### config.mk
export PLATFORM = sky130hd
export DESIGN_NAME = i2c_slv_rx_irq
export DESIGN_NICKNAME = d
export VERILOG_FILES = /design/src/rtl/i2c_slv_rx_irq.sv
export SDC_FILE = /design/constraint.sdc
export NUM_CORES = 1
export LEC_CHECK = 0
export BUFFER_PORTS_ARGS = -buffer_cell sky130_fd_sc_hd__buf_4
export CAP_MARGIN = 20
export CORE_MARGIN = 2
export CORE_UTILIZATION = 30
export DETAILED_ROUTE_END_ITERATION = 6
export PLACE_DENSITY = 0.48
export SYNTH_ARGS = -nofsm -noshare
export SYNTH_HDL_FRONTEND = slang
export SYNTH_SLANG_ARGS = --single-unit
export TNS_END_PERCENT = 100
### constraint.sdc
create_clock -name clk_i -period 3.9 [get_ports clk_i]
set_clock_uncertainty 0.2 [all_clocks]
set_input_delay 0.78 -clock clk_i [delete_from_list [all_inputs] [get_ports clk_i]]
set_output_delay 0.78 -clock clk_i [all_outputs]
set_load 0.03 [all_outputs]
### src/rtl/i2c_slv_rx_irq.sv
// i2c_slv_rx_irq
//   Receive-only I2C target. It answers a host write stream (START, addr+W, N data
//   bytes, STOP) by oversampling SCL/SDA on clk_i. It ACKs its own address and each
//   data byte, and queues the bytes in a small FIFO that the APB side drains. A level
//   interrupt is raised when the FIFO reaches a fill threshold, at end of transfer, or
//   on overflow.
//
//   Optional build macro: I2C_SLV_GLITCH_FILTER_EN. When it is defined, a 3-sample
//   majority filter sits after the synchronizer on both lines. Edges are then seen
//   5 clk after the pad changes, and pulses shorter than 2 clk are rejected. When it
//   is undefined, edges are seen 3 clk after the pad changes and every synced toggle
//   counts.
//
// Ports
//   clk_i       single clock, at least 8x the SCL rate
//   rst_i       synchronous reset, active high
//   scl_i/sda_i asynchronous pad inputs
//   sda_oe_o    1 = pull SDA low (open-drain ACK)
//   slv_addr_i  own 7-bit address, quasi-static
//   irq_en_i    gates irq_o
//   irq_clr_i   one-cycle pulse that clears the eot and overflow sticky flags
//   rdata_o     FIFO head byte; holds the last head while the FIFO is empty
//   rvalid_o    FIFO is not empty
//   rready_i    pops the FIFO when rvalid_o is also high
//   level_o     current FIFO occupancy
//   overflow_o  sticky: a byte arrived while the FIFO was full
//   irq_o       registered level interrupt
module i2c_slv_rx_irq #(
  parameter int FIFO_DEPTH = 8,
  parameter int IRQ_THRESH = 4
) (
  input  logic                          clk_i,
  input  logic                          rst_i,
  input  logic                          scl_i,
  input  logic                          sda_i,
  output logic                          sda_oe_o,
  input  logic [6:0]                    slv_addr_i,
  input  logic                          irq_en_i,
  input  logic                          irq_clr_i,
  output logic [7:0]                    rdata_o,
  output logic                          rvalid_o,
  input  logic                          rready_i,
  output logic [$clog2(FIFO_DEPTH):0]   level_o,
  output logic                          overflow_o,
  output logic                          irq_o
);

  localparam int AW = $clog2(FIFO_DEPTH);
  localparam int LW = AW + 1;

  // ---------------------------------------------------------------- input path
  // Bit 0 is SCL and bit 1 is SDA. All stages preset to 1 so that a reset looks
  // like an idle bus.
  logic [1:0] pad_in;
  logic [1:0] line_cur;
  logic [1:0] line_hist;

  assign pad_in = {sda_i, scl_i};

  genvar gi;
  generate
    for (gi = 0; gi < 2; gi++) begin : g_line
      logic sync1_reg;
      logic sync2_reg;
      logic hist_reg;
`ifdef I2C_SLV_GLITCH_FILTER_EN
      logic [2:0] samp_reg;
      always_ff @(posedge clk_i) begin
        if (rst_i) begin
          sync1_reg <= 1'b1;
          sync2_reg <= 1'b1;
          samp_reg  <= 3'b111;
          hist_reg  <= 1'b1;
        end else begin
          sync1_reg <= pad_in[gi];
          sync2_reg <= sync1_reg;
          samp_reg  <= {samp_reg[1:0], sync2_reg};
          hist_reg  <= line_cur[gi];
        end
      end
      // A single-clock pulse occupies only one of the three samples, so it never wins the vote.
      assign line_cur[gi] = (samp_reg[0] & samp_reg[1]) | (samp_reg[1] & samp_reg[2]) |
                            (samp_reg[0] & samp_reg[2]);
`else
      always_ff @(posedge clk_i) begin
        if (rst_i) begin
          sync1_reg <= 1'b1;
          sync2_reg <= 1'b1;
          hist_reg  <= 1'b1;
        end else begin
          sync1_reg <= pad_in[gi];
          sync2_reg <= sync1_reg;
          hist_reg  <= sync2_reg;
        end
      end
      assign line_cur[gi] = sync2_reg;
`endif
      assign line_hist[gi] = hist_reg;
    end
  endgenerate

  logic scl_s, scl_d, sda_s, sda_d;
  logic start_det, stop_det, scl_rise, scl_fall;

  assign scl_s     = line_cur[0];
  assign scl_d     = line_hist[0];
  assign sda_s     = line_cur[1];
  assign sda_d     = line_hist[1];
  // A START or STOP needs SCL high in both samples, and a bit sample needs an SCL
  // rise. The two can never coincide, so START/STOP always take priority.
  assign start_det = scl_s & scl_d & sda_d & ~sda_s;
  assign stop_det  = scl_s & scl_d & ~sda_d & sda_s;
  assign scl_rise  = scl_s & ~scl_d;
  assign scl_fall  = ~scl_s & scl_d;

  // ---------------------------------------------------------------- FSM
  typedef enum logic [2:0] {
    ST_IDLE, ST_ADDR, ST_ADDR_ACK, ST_DATA, ST_DATA_ACK, ST_IGNORE
  } state_t;

  state_t      state_reg;
  logic [2:0]  bit_cnt_reg;
  logic [6:0]  shift_reg;
  logic        sda_oe_reg;
  logic        pushed_reg;   // at least one byte has been queued since the last START
  logic        eot_reg;
  logic        ovf_reg;

  logic [7:0]    byte_next;
  logic          byte_done;
  logic          fifo_full;
  logic          push;
  logic          pop;
  logic [LW-1:0] count_reg;

  assign byte_next = {shift_reg, sda_s};
  assign byte_done = scl_rise & (bit_cnt_reg == 3'd7);
  assign fifo_full = (count_reg == LW'(FIFO_DEPTH));
  assign push      = (state_reg == ST_DATA) & byte_done & ~fifo_full;
  assign pop       = rready_i & (count_reg != '0);

  always_ff @(posedge clk_i) begin
    if (rst_i) begin
      state_reg   <= ST_IDLE;
      bit_cnt_reg <= 3'd0;
      shift_reg   <= 7'd0;
      sda_oe_reg  <= 1'b0;
      pushed_reg  <= 1'b0;
      eot_reg     <= 1'b0;
      ovf_reg     <= 1'b0;
    end else begin
      // The clear is written first, so any set later in this block overrides it.
      if (irq_clr_i) begin
        eot_reg <= 1'b0;
        ovf_reg <= 1'b0;
      end
      if (start_det) begin
        state_reg   <= ST_ADDR;
        bit_cnt_reg <= 3'd0;
        sda_oe_reg  <= 1'b0;
        pushed_reg  <= 1'b0;
      end else if (stop_det) begin
        state_reg  <= ST_IDLE;
        sda_oe_reg <= 1'b0;
        if (pushed_reg) eot_reg <= 1'b1;
      end else begin
        case (state_reg)
          ST_ADDR: if (scl_rise) begin
            shift_reg   <= byte_next[6:0];
            bit_cnt_reg <= bit_cnt_reg + 3'd1;
            if (bit_cnt_reg == 3'd7)
              state_reg <= (byte_next[7:1] == slv_addr_i && !byte_next[0]) ? ST_ADDR_ACK
                                                                            : ST_IGNORE;
          end
          // ACK window: SDA is pulled low on the 8th SCL fall and released on the 9th.
          ST_ADDR_ACK, ST_DATA_ACK: if (scl_fall) begin
            if (!sda_oe_reg) begin
              sda_oe_reg <= 1'b1;
            end else begin
              sda_oe_reg  <= 1'b0;
              state_reg   <= ST_DATA;
              bit_cnt_reg <= 3'd0;
            end
          end
          ST_DATA: if (scl_rise) begin
            shift_reg   <= byte_next[6:0];
            bit_cnt_reg <= bit_cnt_reg + 3'd1;
            if (bit_cnt_reg == 3'd7) begin
              if (!fifo_full) begin
                state_reg  <= ST_DATA_ACK;
                pushed_reg <= 1'b1;
              end else begin
                ovf_reg   <= 1'b1;
                state_reg <= ST_IGNORE;
              end
            end
          end
          ST_IGNORE: sda_oe_reg <= 1'b0;
          default:   sda_oe_reg <= 1'b0;
        endcase
      end
    end
  end

  // ---------------------------------------------------------------- FIFO
  logic [7:0]    mem [FIFO_DEPTH];
  logic [AW-1:0] wr_ptr_reg, rd_ptr_reg, rd_ptr_next;
  logic [LW-1:0] count_next;
  logic [7:0]    rdata_reg, head_next;
  logic          irq_reg;

  assign rd_ptr_next = rd_ptr_reg + AW'(pop);
  assign count_next  = count_reg + LW'(push) - LW'(pop);

  // The head is kept in a register. When the FIFO was empty, or is about to become
  // empty, the byte being pushed in this cycle becomes the new head directly.
  always_comb begin
    head_next = rdata_reg;
    if (count_next != '0) begin
      if ((count_reg - LW'(pop)) == '0) head_next = byte_next;
      else                               head_next = mem[rd_ptr_next];
    end
  end

  always_ff @(posedge clk_i) begin
    if (push && !rst_i) mem[wr_ptr_reg] <= byte_next;
  end

  always_ff @(posedge clk_i) begin
    if (rst_i) begin
      wr_ptr_reg <= '0;
      rd_ptr_reg <= '0;
      count_reg  <= '0;
      rdata_reg  <= 8'd0;
      irq_reg    <= 1'b0;
    end else begin
      if (push) wr_ptr_reg <= wr_ptr_reg + AW'(1);
      rd_ptr_reg <= rd_ptr_next;
      count_reg  <= count_next;
      rdata_reg  <= head_next;
      irq_reg    <= irq_en_i & ((count_reg >= LW'(IRQ_THRESH)) | eot_reg | ovf_reg);
    end
  end

  assign sda_oe_o   = sda_oe_reg;
  assign rdata_o    = rdata_reg;
  assign rvalid_o   = (count_reg != '0);
  assign level_o    = count_reg;
  assign overflow_o = ovf_reg;
  assign irq_o      = irq_reg;

endmodule
==> flow_summary_export.csv, run 1 <==
group,metric,value,unit
logic_synthesis,synth.largest_area_cell,"edfxtp_1",
drt,wl_per_cell,15.9,um
placement,port_buffers,29,
floorplan,die_area,16700,sq um
clocking,ctsRootBufferMaster,"clkbuf_16",
floorplan,ios,30,
logic_synthesis,synth_top_area_share,40.9,%
clocking,cts_htree_levels,3,
timing,slew_headroom,36.6,%
drt,dr.pass1.iters,4,
drt,wirelength,9500,um
power_and_ir_drop,p_per_area,602,nW/um^2
power_and_ir_drop,p_leak,1.94,nW
logic_synthesis,syn-cell-area,4690,sq um
placement,placed_cell_area,5180,sq um
floorplan,die_w,129,um
floorplan,initial_core_util,30.8,%
critical_path,required,3.91,ns
critical_path,end_kind,"register",
final_layout,largest_register_ffs,64,
clocking,clock_latency,0.35,ns
grt,track_usage,12.3,%
clocking,clock_path_buffers,2,
hold_path,worstHoldPathType,"register to register",
timing,worstMarginPinSlew,0.948,ns
final_layout,final_cells,596,
floorplan,rows,45,
clocking,clock-sinks,106,
job,max_cap_violations,0,
critical_path,crit_path_start_kind,"register",
critical_path,critPathKind,"register to register",
timing,fin_crit_sh,86.4,%
critical_path,crit_chain,"ha_1 > ha_1 > and4b_1 > nand2_2 > ha_1 > inv_1 > ha_1 > inv_1 > fa_1 > xor2_1 > nor4b_1 > mux2i_2 > buf_6 > nor2_1 > a311oi_2",
power_and_ir_drop,power,0.00330,W
grt,grt_max_degree,46,
logic_synthesis,synth-main-ff-cell,"edfxtp_1",
logic_synthesis,synth_warnings,0,
drt,antenna_left,0,
critical_path,cpMostUsedCell,"ha_1",
timing,max_freq,297,MHz
timing,rsz0062_at_grt,"no",
logic_synthesis,synth_seq_cells,106,
timing,hold_viol_final,0,
drt,drt_iter0_drc,185,
final_layout,num-nets-final,408,
logic_synthesis,ys_top_cells_by_area,"edfxtp_1 41%, dfxtp_1 18%, mux4_1 5.0%, ha_1 3.5%, mux4_2 3.4%",
grt,grt_pass1_vias,2780,
timing,finalSetupTns,0,ns
logic_synthesis,synth_cells,339,
final_layout,n_antenna_cell,0,
critical_path,critPathMaxStageDelay,0.37,ns
final_layout,design_area,5470,sq um
placement,place_inst,577,
logic_synthesis,ys_types,59,
grt,grt_overflow_total,0,
timing,slew_viol_final,0,
critical_path,cp_max_fo,14,
logic_synthesis,synth_edf_count,64,
drt,drc,0,
critical_path,cp.arrival,3.38,ns
power_and_ir_drop,ir_drop,0.208,mV
timing,final.min_clock_period,3.37,ns
grt,grt_pass1_wl,15400,um
logic_synthesis,syn_avg_cell_area,13.8,sq um
placement,post-dp-hpwl,6370,um
timing,finalSetupViolations,0,
clocking,ctsResizeCount,0,
final_layout,layout-drive-gt1-share,26.0,%
final_layout,area.growth.synth_to_final,16.6,%
clocking,cts_tree,"done",
drt,viasPerCell,4.60,
placement,place.gp.congestion,0.742,
clocking,cts_buffers,9,
status,status,"finished clean",
logic_synthesis,syn-num-nets,367,
logic_synthesis,yosysSeqAreaShare,58.8,%
critical_path,r2r_setup_slack,0.53,ns
final_layout,final_cell_mix,"64 x edfxtp_1, 44 x buf_4, 42 x dfxtp_1, 40 x nand2_1, 24 x nor2_1",
clocking,cts.clk_slew.worst_paths,0.07,ns
clocking,cts_hold_buffers,0,
grt,grt_antenna_before_repair,0,
critical_path,critPathSlowestCell,"fa_1",
logic_synthesis,postSynth.asyncResetShare,0,%
floorplan,fp.dieH,129,um
drt,vias,2740,
clocking,postCtsSetupRepairBufs,0,
final_layout,final_common_cell,"edfxtp_1",
floorplan,design.core.area,15300,sq um
per-stage QoR:
step	worst slack (ns)	hold WS [ns]	utilization, %
floorplan	0.302	0.189	-
global placement	0.152	0.192	33.9
detailed placement	0.0475	0.194	33.9
CTS	0.0763	0.210	35.7
global route	0.262	0.225	35.9
finish	0.532	0.207	35.9
critical path, delay by kind of cell (launching register included):
kind	cells	cell delay (ns)
DFF	1	0.35
xor gates and xnor gates	1	0.20
adders and majority gates	5	1.16
muxes	1	0.18
buffers and inverters	3	0.30
AOI/OAI and AO/OA	1	0.06
and+or+nand+nor	4	0.79
synthesized netlist by cell type (2+ instances only):
library cell / count
inv_1: 10
nor4bb_1: 2
nor4_1: 3
edfxtp_1: 64
or2_2: 7
nor3_1: 3
nor2b_1: 7
buf_2: 3
clkbuf_1: 6
nor4b_2: 2
xor2_1: 10
xnor2_1: 2
nor2_1: 24
mux4_2: 7
dfxtp_1: 42
nand2_1: 40
ha_1: 13
mux4_1: 9
a22oi_1: 2
a311oi_2: 8
nor4b_1: 5
nand3_1: 3
nor3b_1: 2
buf_4: 3
mux2_2: 8
a211oi_1: 2
a21oi_1: 16
o21ai_1: 2
buf_6: 3
and2_1: 2
kinds of logic (layout without fill, tap and decap cells):
logic type	after synthesis	after routing	synth area share, %
compound gates	41	41	8.05
xor+xnor	13	13	2.59
fa+ha+maj	14	14	3.89
buf+inv	26	72	2.88
flops	106	106	58.8
mux	27	27	11.1
simple gates	112	112	12.7
per-layer routing:
| layer | part of all wire [%] | global-route usage [%] | up-vias |
|---|---|---|---|
| li1 | - | - | 1352 |
| met1 | 48 | 16.3 | 1344 |
| met2 | 47 | 19.9 | 33 |
| met3 | 3.5 | 2.48 | 11 |
| met4 | 0.87 | 5.24 | 0 |
| met5 | 0 | 0 | - |
final cells by class:
type	count	area, sq um
clock buffer	12	236
inverter	11	41.3
tap	211	264
multi-input combinational	207	1800
sequential	106	2760
clock inverter	4	28.8
timing repair buffer	45	342
fill	1492	9790
power breakdown:
part | total [W] | leakage [nW] | internal, W | switching, W
registers | 0.00130 | 0.932 | 0.00124 | 0.0000529
logic | 0.00117 | 0.889 | 0.000532 | 0.000641
clock network | 0.000826 | 0.123 | 0.000435 | 0.000391
worst paths after layout:
path / from / to / cells past startpoint
min reg2reg: g_line[1].sync1_reg$_SDFF_PP1_ / g_line[1].sync2_reg$_SDFF_PP1_ / 1
max: bit_cnt_reg[0]$_SDFFE_PP0P_ / rdata_o[3]$_SDFFE_PP0P_ / 15
max reg2reg: bit_cnt_reg[0]$_SDFFE_PP0P_ / rdata_o[3]$_SDFFE_PP0P_ / 15
min: g_line[1].sync1_reg$_SDFF_PP1_ / g_line[1].sync2_reg$_SDFF_PP1_ / 1
Note: power is estimated with default switching activity, not from simulation.
==> run 2: changes to the inputs <==
- BUFFER_PORTS_ARGS: -buffer_cell sky130_fd_sc_hd__buf_4 -> -buffer_cell sky130_fd_sc_hd__clkbuf_2
==> run 2 against run 1 <==
- routed wire length is 2.8% higher
- flip-flop and latch count stayed put
- sequential power hardly changed
- setup slack worse by 0.040 ns
- fmax is 1.2% lower
- design area hardly changed
- sequential share of layout area hardly changed
==> flow_summary_export.csv, run 2 (synthesized netlist as in run 1, its figures left out) <==
group,metric,value,unit
critical_path,crit_path_start_kind,"register",
power_and_ir_drop,comb_power_share,33.5,%
clocking,cts.clk_slew.worst_paths,0.07,ns
critical_path,cp.arrival,3.43,ns
clocking,clock_path_buffers,2,
grt,grt_overflow_total,0,
power_and_ir_drop,p_leak,1.96,nW
placement,post-place-ws,0.0353,ns
timing,fin_crit_sh,87.4,%
timing,max_freq,293,MHz
timing,slew_viol_final,0,
placement,place.gp.congestion,0.749,
drt,drt_iter0_drc,131,
placement,post-dp-hpwl,6530,um
floorplan,ios,30,
final_layout,fill_cells,1482,
clocking,cts_buffers,9,
critical_path,cp_max_fo,15,
floorplan,rows,45,
drt,dr.pass1.iters,4,
drt,drc,0,
drt,vias,2771,
job,max_cap_violations,0,
critical_path,critPathKind,"register to register",
placement,port_buffers,29,
critical_path,end_kind,"register",
clocking,cts_hold_buffers,0,
critical_path,worstReg2RegEnd,"rdata_o[4]$_SDFFE_PP0P_",
critical_path,r2r_setup_slack,0.49,ns
final_layout,final_cell_mix,"64 x edfxtp_1, 42 x dfxtp_1, 40 x nand2_1, 29 x clkbuf_2, 24 x nor2_1",
timing,whs,0.208,ns
hold_path,min-delay-start,"g_line[1].sync1_reg$_SDFF_PP1_",
drt,viasPerCell,4.64,
timing,hold_viol_final,0,
timing,finalWorstSetupSlack,0.492,ns
clocking,cts_tree,"done",
power_and_ir_drop,internal-power,0.00232,W
critical_path,required,3.93,ns
clocking,clock-sinks,106,
power_and_ir_drop,p_clk_share,28.7,%
power_and_ir_drop,p_per_area,625,nW/um^2
clocking,cts_htree_levels,3,
grt,grt_antenna_before_repair,0,
final_layout,area.growth.synth_to_final,16.5,%
drt,antenna_left,0,
final_layout,num-nets-final,410,
hold_path,worstHoldPathType,"register to register",
clocking,postCtsSetupRepairBufs,0,
grt,grt_pass1_vias,2818,
drt,wl_per_cell,16.4,um
clocking,clock_latency,0.35,ns
power_and_ir_drop,ir_drop,0.263,mV
floorplan,fp.dieH,129,um
floorplan,die_area,16700,sq um
timing,rsz0062_at_grt,"no",
timing,finalSetupViolations,0,
grt,track_usage,12.7,%
timing,final.min_clock_period,3.41,ns
floorplan,die_w,129,um
final_layout,n_antenna_cell,0,
critical_path,ff2ff_path_depth,15,
clocking,ctsRootBufferMaster,"clkbuf_16",
timing,slew_headroom,45.3,%
final_layout,largest_register_ffs,64,
power_and_ir_drop,seqPwrFrac,37.8,%
floorplan,design.core.area,15300,sq um
final_layout,layout-drive-gt1-share,26.7,%
status,status,"finished clean",
placement,placed_cell_area,5140,sq um
drt,wirelength,9770,um
hold_path,hold_depth,1,
power_and_ir_drop,swShare,32.3,%
grt,grt_max_degree,32,
grt,grt_pass1_wl,15700,um
hold_path,holdPathEnd,"g_line[1].sync2_reg$_SDFF_PP1_",
timing,worstMarginPinSlew,0.818,ns
floorplan,initial_core_util,30.8,%
power_and_ir_drop,netSwitchingPower,0.00110,W
timing,finalSetupTns,0,ns
clocking,ctsResizeCount,0,
final_layout,design_area,5470,sq um
critical_path,rr_startpoint,"bit_cnt_reg[0]$_SDFFE_PP0P_",
final_layout,final_common_cell,"edfxtp_1",
## run 2: cell count changes in the layout (fill, tap and decap cells not counted), sizes merged
cell,before,now
clkinv,1,0
buf,45,18
bufinv,0,2
clkinvlp,2,1
clkbuf,12,40
## run 2: per-stage QoR
step	power (W)	util [%]	std cells
global placement	0.00245	33.7	581
detailed placement	0.00247	33.7	581
global route	0.00361	35.8	597
floorplan	0.00221	-	339
CTS	0.00345	35.8	596
finish	0.00342	35.8	597
## run 2: worst max-delay path by stage
| stage | slack, ns | cells past startpoint | from | to |
|---|---|---|---|---|
| 2_1_floorplan | 0.30 | 15 | level_o[2]$_SDFF_PP0_ | rdata_o[6]$_SDFFE_PP0P_ |
| 3_3_place_gp | 0.16 | 14 | bit_cnt_reg[0]$_SDFFE_PP0P_ | rdata_o[2]$_SDFFE_PP0P_ |
| 3_5_place_dp | 0.04 | 14 | bit_cnt_reg[0]$_SDFFE_PP0P_ | rdata_o[4]$_SDFFE_PP0P_ |
| 4_1_cts | 0.004 | 14 | bit_cnt_reg[0]$_SDFFE_PP0P_ | rdata_o[4]$_SDFFE_PP0P_ |
| 5_1_grt | 0.25 | 15 | bit_cnt_reg[0]$_SDFFE_PP0P_ | rdata_o[2]$_SDFFE_PP0P_ |
| 6_report | 0.49 | 15 | bit_cnt_reg[0]$_SDFFE_PP0P_ | rdata_o[4]$_SDFFE_PP0P_ |
## run 2: metal layers
| layer | wire length (um) | up-vias | GRT usage (%) |
|---|---|---|---|
| met5 | 0 | - | 0 |
| met4 | 154 | 0 | 4.22 |
| met3 | 312 | 12 | 3.92 |
| met2 | 4670 | 32 | 19.9 |
| met1 | 4630 | 1372 | 16.8 |
| li1 | - | 1355 | - |
## run 2: layout make-up
class,count,area (sq um),share of cell area [%]
inverter,11,41.3,0.755
timing repair buffer,47,284,5.19
tap,211,264,4.83
clock inverter,4,76.3,1.40
clock buffer,11,243,4.44
sequential,106,2760,50.5
multi-input combinational,207,1800,32.9
## run 2: power by group through the flow
stage | sequential (W) | combinational, W | clock, W
final | 0.00129 | 0.00115 | 0.000983
after global routing | 0.00130 | 0.00126 | 0.00105
after CTS | 0.00130 | 0.00115 | 0.00100
after detailed placement | 0.00132 | 0.00115 | 0
after global placement | 0.00132 | 0.00113 | 0
after floorplan | 0.00141 | 0.000799 | 0
## run 2: worst max-delay path, stage by stage, from the launching register on
cell and delay (ns):
dfxtp_1 0.35, ha_1 0.16, ha_1 0.19, and4b_1 0.24
nand2_2 0.10, ha_1 0.31, inv_1 0.06, ha_1 0.15
inv_1 0.06, fa_1 0.38, xor2_1 0.19, nor4b_1 0.34
mux2i_2 0.16, buf_6 0.19, nor2_1 0.14, a311oi_2 0.06
